`config.mk`:
```
export PLATFORM = sky130hd
export DESIGN_NAME = warmboot_ctrl
export DESIGN_NICKNAME = d
export VERILOG_FILES = /design/src/rtl/warmboot_pkg.sv /design/src/rtl/warmboot_ctrl_btn_longpress.sv /design/src/rtl/warmboot_ctrl.sv
export SDC_FILE = /design/constraint.sdc
export NUM_CORES = 1
export LEC_CHECK = 0
export ABC_AREA = 0
export CAP_MARGIN = 0
export CORE_MARGIN = 2
export CORE_UTILIZATION = 55
export CTS_BUF_LIST = sky130_fd_sc_hd__clkbuf_8
export DETAILED_ROUTE_END_ITERATION = 10
export PLACE_DENSITY_LB_ADDON = 0.15
export SYNTH_ARGS = -nofsm -noshare
export SYNTH_HDL_FRONTEND = slang
export SYNTH_SLANG_ARGS = --single-unit
```
`constraint.sdc`:
```
create_clock -name clk_24 -period 2.2 [get_ports clk_24]
set_clock_uncertainty 0.2 [all_clocks]
set_input_delay 0.22 -clock clk_24 [delete_from_list [all_inputs] [get_ports clk_24]]
set_output_delay 0.22 -clock clk_24 [all_outputs]
set_load 0.005 [all_outputs]
```
`src/rtl/warmboot_pkg.sv`:
```
// warmboot_pkg: shared state encoding and command byte constants for the warm-boot sequencer.
package warmboot_pkg;
    typedef enum logic [1:0] {IDLE, ARMED, SETUP, BOOT} wb_state_t;
    localparam logic [7:0] CMD_ARM       = 8'hA5;
    localparam logic [7:0] CMD_TRIG      = 8'hB0;
    localparam logic [7:0] CMD_TRIG_MASK = 8'hFC;
endpackage

```
`src/rtl/warmboot_ctrl_btn_longpress.sv`:
```
// btn_longpress: synchronizes the raw service button and emits a one-shot pulse after a long press.
module btn_longpress #(
    parameter int unsigned LONGPRESS_CYCLES = 24_000_000
) (
    input  logic clk_24,
    input  logic rst_24_n,
    input  logic btn,
    output logic lp_fire
);
    localparam int unsigned CW = $clog2(LONGPRESS_CYCLES + 1);

    logic [1:0]    sync_q, sync_d;
    logic [CW-1:0] cnt_q, cnt_d;

    // Fires on the cycle whose edge brings the counter to LONGPRESS_CYCLES; saturation blocks re-fire.
    always_comb begin
        sync_d  = {sync_q[0], btn};
        cnt_d   = !sync_q[1] ? '0 : (cnt_q == CW'(LONGPRESS_CYCLES)) ? cnt_q : cnt_q + CW'(1);
        lp_fire = sync_q[1] && (cnt_q == CW'(LONGPRESS_CYCLES - 1));
    end

    always_ff @(posedge clk_24 or negedge rst_24_n) begin
        if (!rst_24_n) begin
            sync_q <= '0;
            cnt_q  <= '0;
        end else begin
            sync_q <= sync_d;
            cnt_q  <= cnt_d;
        end
    end
endmodule

```
`src/rtl/warmboot_ctrl.sv`:
```
// warmboot_ctrl: sequences SB_WARMBOOT boot/image from armed register commands or a long button press.
module warmboot_ctrl
    import warmboot_pkg::*;
#(
    parameter int unsigned SETUP_CYCLES     = 16,
    parameter int unsigned ARM_TIMEOUT      = 240,
    parameter int unsigned LONGPRESS_CYCLES = 24_000_000,
    parameter logic [1:0]  BTN_IMAGE        = 2'd0
) (
    input  logic       clk_24,
    input  logic       rst_24_n,
    input  logic       cmd_valid,
    output logic       cmd_ready,
    input  logic [7:0] cmd_data,
    input  logic       btn,
    output logic [1:0] image,
    output logic       boot,
    output logic       armed,
    output logic       busy
);
    localparam int unsigned SW = $clog2(SETUP_CYCLES + 1);
    localparam int unsigned AW = $clog2(ARM_TIMEOUT + 1);

    wb_state_t     state_q, state_d;
    logic [SW-1:0] setup_cnt_q, setup_cnt_d;
    logic [AW-1:0] arm_cnt_q, arm_cnt_d;
    logic [1:0]    image_q, image_d;
    logic          boot_q, boot_d, armed_q, armed_d, busy_q, busy_d;
    logic          lp_fire, hs, is_arm, is_trig;

    btn_longpress #(.LONGPRESS_CYCLES(LONGPRESS_CYCLES)) u_btn (
        .clk_24  (clk_24),
        .rst_24_n(rst_24_n),
        .btn     (btn),
        .lp_fire (lp_fire)
    );

    assign cmd_ready = (state_q == IDLE) || (state_q == ARMED);

    always_comb begin
        state_d     = state_q;
        setup_cnt_d = setup_cnt_q;
        arm_cnt_d   = arm_cnt_q;
        image_d     = image_q;
        hs          = cmd_valid && cmd_ready;
        is_arm      = cmd_data == CMD_ARM;
        is_trig     = (cmd_data & CMD_TRIG_MASK) == CMD_TRIG;
        case (state_q)
            IDLE, ARMED: begin
                // The button outranks any byte handshaking on the same edge.
                if (lp_fire) begin
                    state_d     = SETUP;
                    image_d     = BTN_IMAGE;
                    setup_cnt_d = '0;
                end else if (hs && is_trig && state_q == ARMED) begin
                    state_d     = SETUP;
                    image_d     = cmd_data[1:0];
                    setup_cnt_d = '0;
                end else if (hs && is_arm) begin
                    state_d   = ARMED;
                    arm_cnt_d = '0;
                end else if (hs || state_q == IDLE) begin
                    state_d = IDLE;
                end else if (arm_cnt_q == AW'(ARM_TIMEOUT - 1)) begin
                    state_d = IDLE;
                end else begin
                    arm_cnt_d = arm_cnt_q + AW'(1);
                end
            end
            SETUP: begin
                if (setup_cnt_q == SW'(SETUP_CYCLES - 1)) state_d = BOOT;
                else setup_cnt_d = setup_cnt_q + SW'(1);
            end
            default: ;
        endcase
        armed_d = state_d == ARMED;
        busy_d  = state_d == SETUP || state_d == BOOT;
        boot_d  = state_d == BOOT;
    end

    always_ff @(posedge clk_24 or negedge rst_24_n) begin
        if (!rst_24_n) begin
            state_q     <= IDLE;
            setup_cnt_q <= '0;
            arm_cnt_q   <= '0;
            image_q     <= '0;
            boot_q      <= 1'b0;
            armed_q     <= 1'b0;
            busy_q      <= 1'b0;
        end else begin
            state_q     <= state_d;
            setup_cnt_q <= setup_cnt_d;
            arm_cnt_q   <= arm_cnt_d;
            image_q     <= image_d;
            boot_q      <= boot_d;
            armed_q     <= armed_d;
            busy_q      <= busy_d;
        end
    end

    assign image = image_q;
    assign boot  = boot_q;
    assign armed = armed_q;
    assign busy  = busy_q;
endmodule

```
Yosys cells after proc, flatten, opt, wreduce, memory -nomap -nowiden
Cells that the tools add are included.
- bits in registers: 47
- output and inout bits: 6
- bitwise logic cells: 2
- equality and inequality tests: 16
- reductions and logical operators: 15
- muxes and demuxes: 18
- $add $sub $neg: 3
- operators with widths (cell ; count):
    25-bit equality test, second input constant ; 2
    25-bit 2-to-1 mux ; 2
    25-bit by 1-bit adder with 25-bit output, second input constant ; 1
    8-bit 2-to-1 mux ; 3
    8-bit equality test, second input constant ; 2
    2-bit 2-to-1 mux ; 8
    5-bit 2-to-1 mux ; 3
    5-bit one-hot mux with 2 select lines ; 1
    8-bit by 1-bit adder with 8-bit output, second input constant ; 1
    2-bit != test, second input constant ; 4
    2-bit equality test, second input constant ; 3
    6-bit equality test, second input constant ; 1
    5-bit by 1-bit adder with 5-bit output, second input constant ; 1
    5-bit by 4-bit equality test with 1-bit output, second input constant ; 1
    1-bit logical AND ; 5
    5-bit AND reduction ; 1
    2-bit by 1-bit equality test with 1-bit output, second input constant ; 2
    2-bit one-hot mux with 2 select lines ; 1
    2-bit nonzero test ; 2
    1-bit logical OR ; 3
    3-bit != test, second input constant ; 1
    3-bit AND reduction ; 1
    2-bit logical NOT ; 1
    1-bit inverter ; 2
    2 further kinds ; 2

Depth between registers and ports, before layout
Gate-level depths: netlist (run 1).
- depth in word-level cells: 11
- gate-level depth with buffers: 8

By module
A second synthesis (run 1) with hierarchy kept.
- cell total of the unflattened synthesis: 263
- area total of the unflattened synthesis: 2586.2 um^2
- modules (own cells, without submodules) (module ; area an instance (um^2) ; seq. area each (um^2) ; times used ; cells an instance):
    btn_longpress ; 1441.4 ; 675.6 ; 1 ; 154
    warmboot_ctrl ; 1144.8 ; 500.5 ; 1 ; 109

Least setup slack after synthesis (run 1)
OpenSTA, ideal clock, no wires.
- path kind: register to register
- from: register arm_cnt_q[0]
- to: register arm_cnt_q[0]
- stages on the path, launching flop included: 7
- data required time: 1.873 ns
- data arrival time: 1.776 ns
- clock period less this slack: 2.104 ns
- setup slack: 0.096 ns
- cells stage by stage: dfrtp_1 -> ha_1 -> and3_1 -> a21oi_1 -> or2_2 -> and2_4 -> mux2_1
- longest elaborated chain between the ends: 4
- elaborated cells between the ends (all ways): 7
- classes of those cells: 1 x add/sub; 2 x eq/ne; 3 x mux; 1 x reduce/logical
- ends and longest elaborated chain (what ; line ; RTL):
    from (decl) ; warmboot_ctrl.sv:26 ; logic [AW-1:0] arm_cnt_q, arm_cnt_d;
    from (signal assigned) ; warmboot_ctrl.sv:93 ; arm_cnt_q <= arm_cnt_d;
    8-bit by 1-bit adder with 8-bit output ; warmboot_ctrl.sv:67 ; arm_cnt_d = arm_cnt_q + AW'(1);
    8-bit 2-to-1 mux ; warmboot_ctrl.sv:64 ; end else if (arm_cnt_q == AW'(ARM_TIMEOUT - 1)) begin
    8-bit 2-to-1 mux ; warmboot_ctrl.sv:62 ; end else if (hs || state_q == IDLE) begin
    8-bit 2-to-1 mux ; warmboot_ctrl.sv:59 ; end else if (hs && is_arm) begin
Parallel ways exist; a longest one is shown, timed or not. The select of a mux whose other input is x is not followed.
A chain may end at the register's enable or synchronous reset.

==> results.tsv, run 1 <==
stage	metric	value	unit
setup_path	required	2.18	ns
power	vdd_drop_max	0.324	mV
clock_network	clock_sinks	46	
logic_synthesis	ys_ff_latch	46	
sta	fin_crit	2.08	ns
grt	antenna_found_initial	0	
logic_synthesis	synth_edf_count	0	
placement	dp_hpwl	3440	µm
logic_synthesis	syn_area	0.00249	mm²
sta	tightest_slew	0.528	ns
sta	drv_slew	0	
clock_network	post_cts_buffers	0	
run_status	run_status	completed	
setup_path	path_cells	nor4bb_2, and4_1, a21oi_2, and2_4, buf_4, or2_2	
setup_path	endpoint_kind	flip-flop	
sta	tns	0	ns
grt	grt_max_degree	26	
clock_network	clk_latency	0.30	ns
finish	final_cells	334	
logic_synthesis	synth_common_cells	46 x dfrtp_1, 24 x and2_1, 20 x nand2_1	
clock_network	clk_pin_slew	0.08	ns
logic_synthesis	syn-num-nets	258	
logic_synthesis	yosysSeqAreaShare	46.1	%
setup_path	startpoint_type	flip-flop	
logic_synthesis	synth_area_leader_cell	dfrtp_1	
sta	finalSetupViolations	0	
routing	drt_pass1_iterations	4	
placement	portBuffers	17	
setup_path	reg2regPathDepth	6	
logic_synthesis	synth_top_area_share	46.1	%
routing	drc	0	
finish	area_delta_synth_final	21.0	%
sta	period_share	94.4	%
logic_synthesis	postSynthAreaPerCell	10.4	µm²
hold_path	min_path_type	reg2reg	
placement	dpl.cell_count	325	
setup_path	slowest_delay	0.43	ns
setup_path	r2r_slack	0.12	ns
sta	fmax	481	MHz
grt	grt_pass1_wl	8380	µm
power	leakage	1.37	nW
power	p_total	1.56	mW
routing	drt-initial-drc-count	116	
logic_synthesis	ys_types	56	
grt	grt_overflow_total	0	
setup_path	worstSetupStartpoint	u_btn.cnt_q[16]	
job	cap_violations	0	
sta	relSlewSlack	64.8	%
die	core	0.00435	mm²
die	fp.dieH	71.4	µm
finish	drive_gt1_share	17.7	%
setup_path	reg2reg_from	u_btn.cnt_q[16]	
clock_network	cts_buffer_depth	2	
sta	timing.hold.ws	0.153	ns
grt	grt.total_usage	20.7	%
hold_path	min_to	u_btn.sync_q[1]	
clock_network	root_buffer	clkbuf_8	
finish	fin_area	0.00302	mm²
die	die_x	71.4	µm
logic_synthesis	synth_area_leaders	dfrtp_1 46%, and2_1 6.0%, xnor2_1 4.6%	
clock_network	tritoncts	built	
sta	hold_viol	0	
logic_synthesis	synth.most_common_cell	dfrtp_1	
routing	drtAntennaViolNets	0	
setup_path	crit_slowest_cell	dfrtp_1	
hold_path	hp-start	u_btn.sync_q[0]	
logic_synthesis	synthCells	241	
setup_path	crit_family	simple AND/OR/NAND/NOR gates	
placement	place.gp.congestion	0.799	
power	p_per_area	517	mW/mm²
setup_path	path_max_fanout	4	
die	start_util	57.3	%
die	design.portCount	18	
routing	dr_total_vias	1907	
logic_synthesis	synthArstFlopShare	100	%
routing	routedWlPerCell	14.3	µm
die	dieArea	0.00509	mm²
grt	grt_pass1_vias	1912	
setup_path	path_buf_inv	1	
hold_path	whs_path_depth	0	
clock_network	h-tree-depth	2	
placement	dpl_cell_area	0.00287	mm²
logic_synthesis	ys.flop_type	dfrtp_1	
setup_path	cp_data_arrival_time	2.06	ns
sta	rsz0062_at_grt	true	
routing	drt_wl_total	4760	µm
die	num_rows	24	
finish	final_nets	298	
routing	vias_per_cell	5.71	
finish	antennaDiodeCount	0	
logic_synthesis	synth_warnings	0	
setup_path	path_class	reg2reg	
clock_network	numCtsBuffers	5	
==> metal layers <==
metal / GRT usage (%) / vias to the layer above / routed length (µm)
met4: 6.29 / 0 / 65
met3: 4.64 / 6 / 172
met5: 0 / - / 0
met1: 27.2 / 935 / 2290
met2: 34.5 / 25 / 2230
li1: - / 941 / -
==> placed cells by master, fill, tap and decap left out, types with 5 or more instances in the layout <==
master / instances
dfrtp_1: 45
and2_1: 24
nand2_1: 20
buf_4: 20
clkdlybuf4s50_1: 16
xnor2_1: 13
xor2_1: 12
nand3_1: 11
o21ai_0: 10
and3_1: 9
nand4_1: 6
inv_1: 5
nor4_1: 5
ha_1: 5
clkbuf_8: 5
==> worst max path at each step <==
stage                     cells past startpoint              to
final                                         6       flip-flop
after global routing                          8  u_btn.cnt_q[2]
after CTS                                     6       flip-flop
after detailed placement                      6    arm_cnt_q[0]
after global placement                        6    arm_cnt_q[0]
after floorplan                               6    arm_cnt_q[0]
==> power breakdown <==
part,total [mW],switching (mW),internal [mW]
Clock,0.617,0.283,0.334
Sequential,0.856,0.00488,0.851
Combinational,0.0861,0.0420,0.0441
Total,1.56,0.330,1.23
==> state kept, by name (all words and copies together) (netlist names), named ones only <==
signal and count:
armed 1, u_btn.sync_q 2, u_btn.cnt_q 25, setup_cnt_q 5, boot 1, image 2
arm_cnt_q 8, busy 1
==> repair_timing <==
action,CTS,global route
setup endpoints to repair,0,8
hold buffers,1,0
endpoints found under the hold margin,23,0
gates resized for setup,0,7
==> metrics by stage <==
stage,util (%),setup WS [ns]
floorplan,-,0.0965
global placement,65.8,-0.00537
detailed placement,65.8,-0.0440
CTS,68.6,0.0706
global route,69.3,-0.0208
finish,69.3,0.123
==> kinds of logic after synthesis <==
family / synth area share [%]
AND/OR/NAND/NOR: 29.0
flip-flops: 46.1
AO/OA/AOI/OAI: 10.2
XOR/XNOR: 8.78
buffers and inverters: 2.06
adder cells (fa/ha/maj): 2.51
multiplexers: 1.25
==> cell type report <==
cell class | instances | area (µm²)
inverter | 6 | 22.5
tap | 52 | 65.1
clock buffer | 5 | 68.8
timing repair buffer | 39 | 345
sequential | 46 | 1150
clock inverter | 3 | 40.0
multi-input combinational | 183 | 1320
fill | 336 | 1340
(Power assumes the default switching activity.)
==> run 2, diff against run 1 <==
--- a/config.mk
+++ b/config.mk
@@ -6,7 +6,6 @@
 export NUM_CORES = 1
 export LEC_CHECK = 0
 export ABC_AREA = 0
-export CAP_MARGIN = 0
 export CORE_MARGIN = 2
 export CORE_UTILIZATION = 55
 export CTS_BUF_LIST = sky130_fd_sc_hd__clkbuf_8
==> results of run 2 <==
No change in the layout: final DEF, timing and power equal those of run 1.
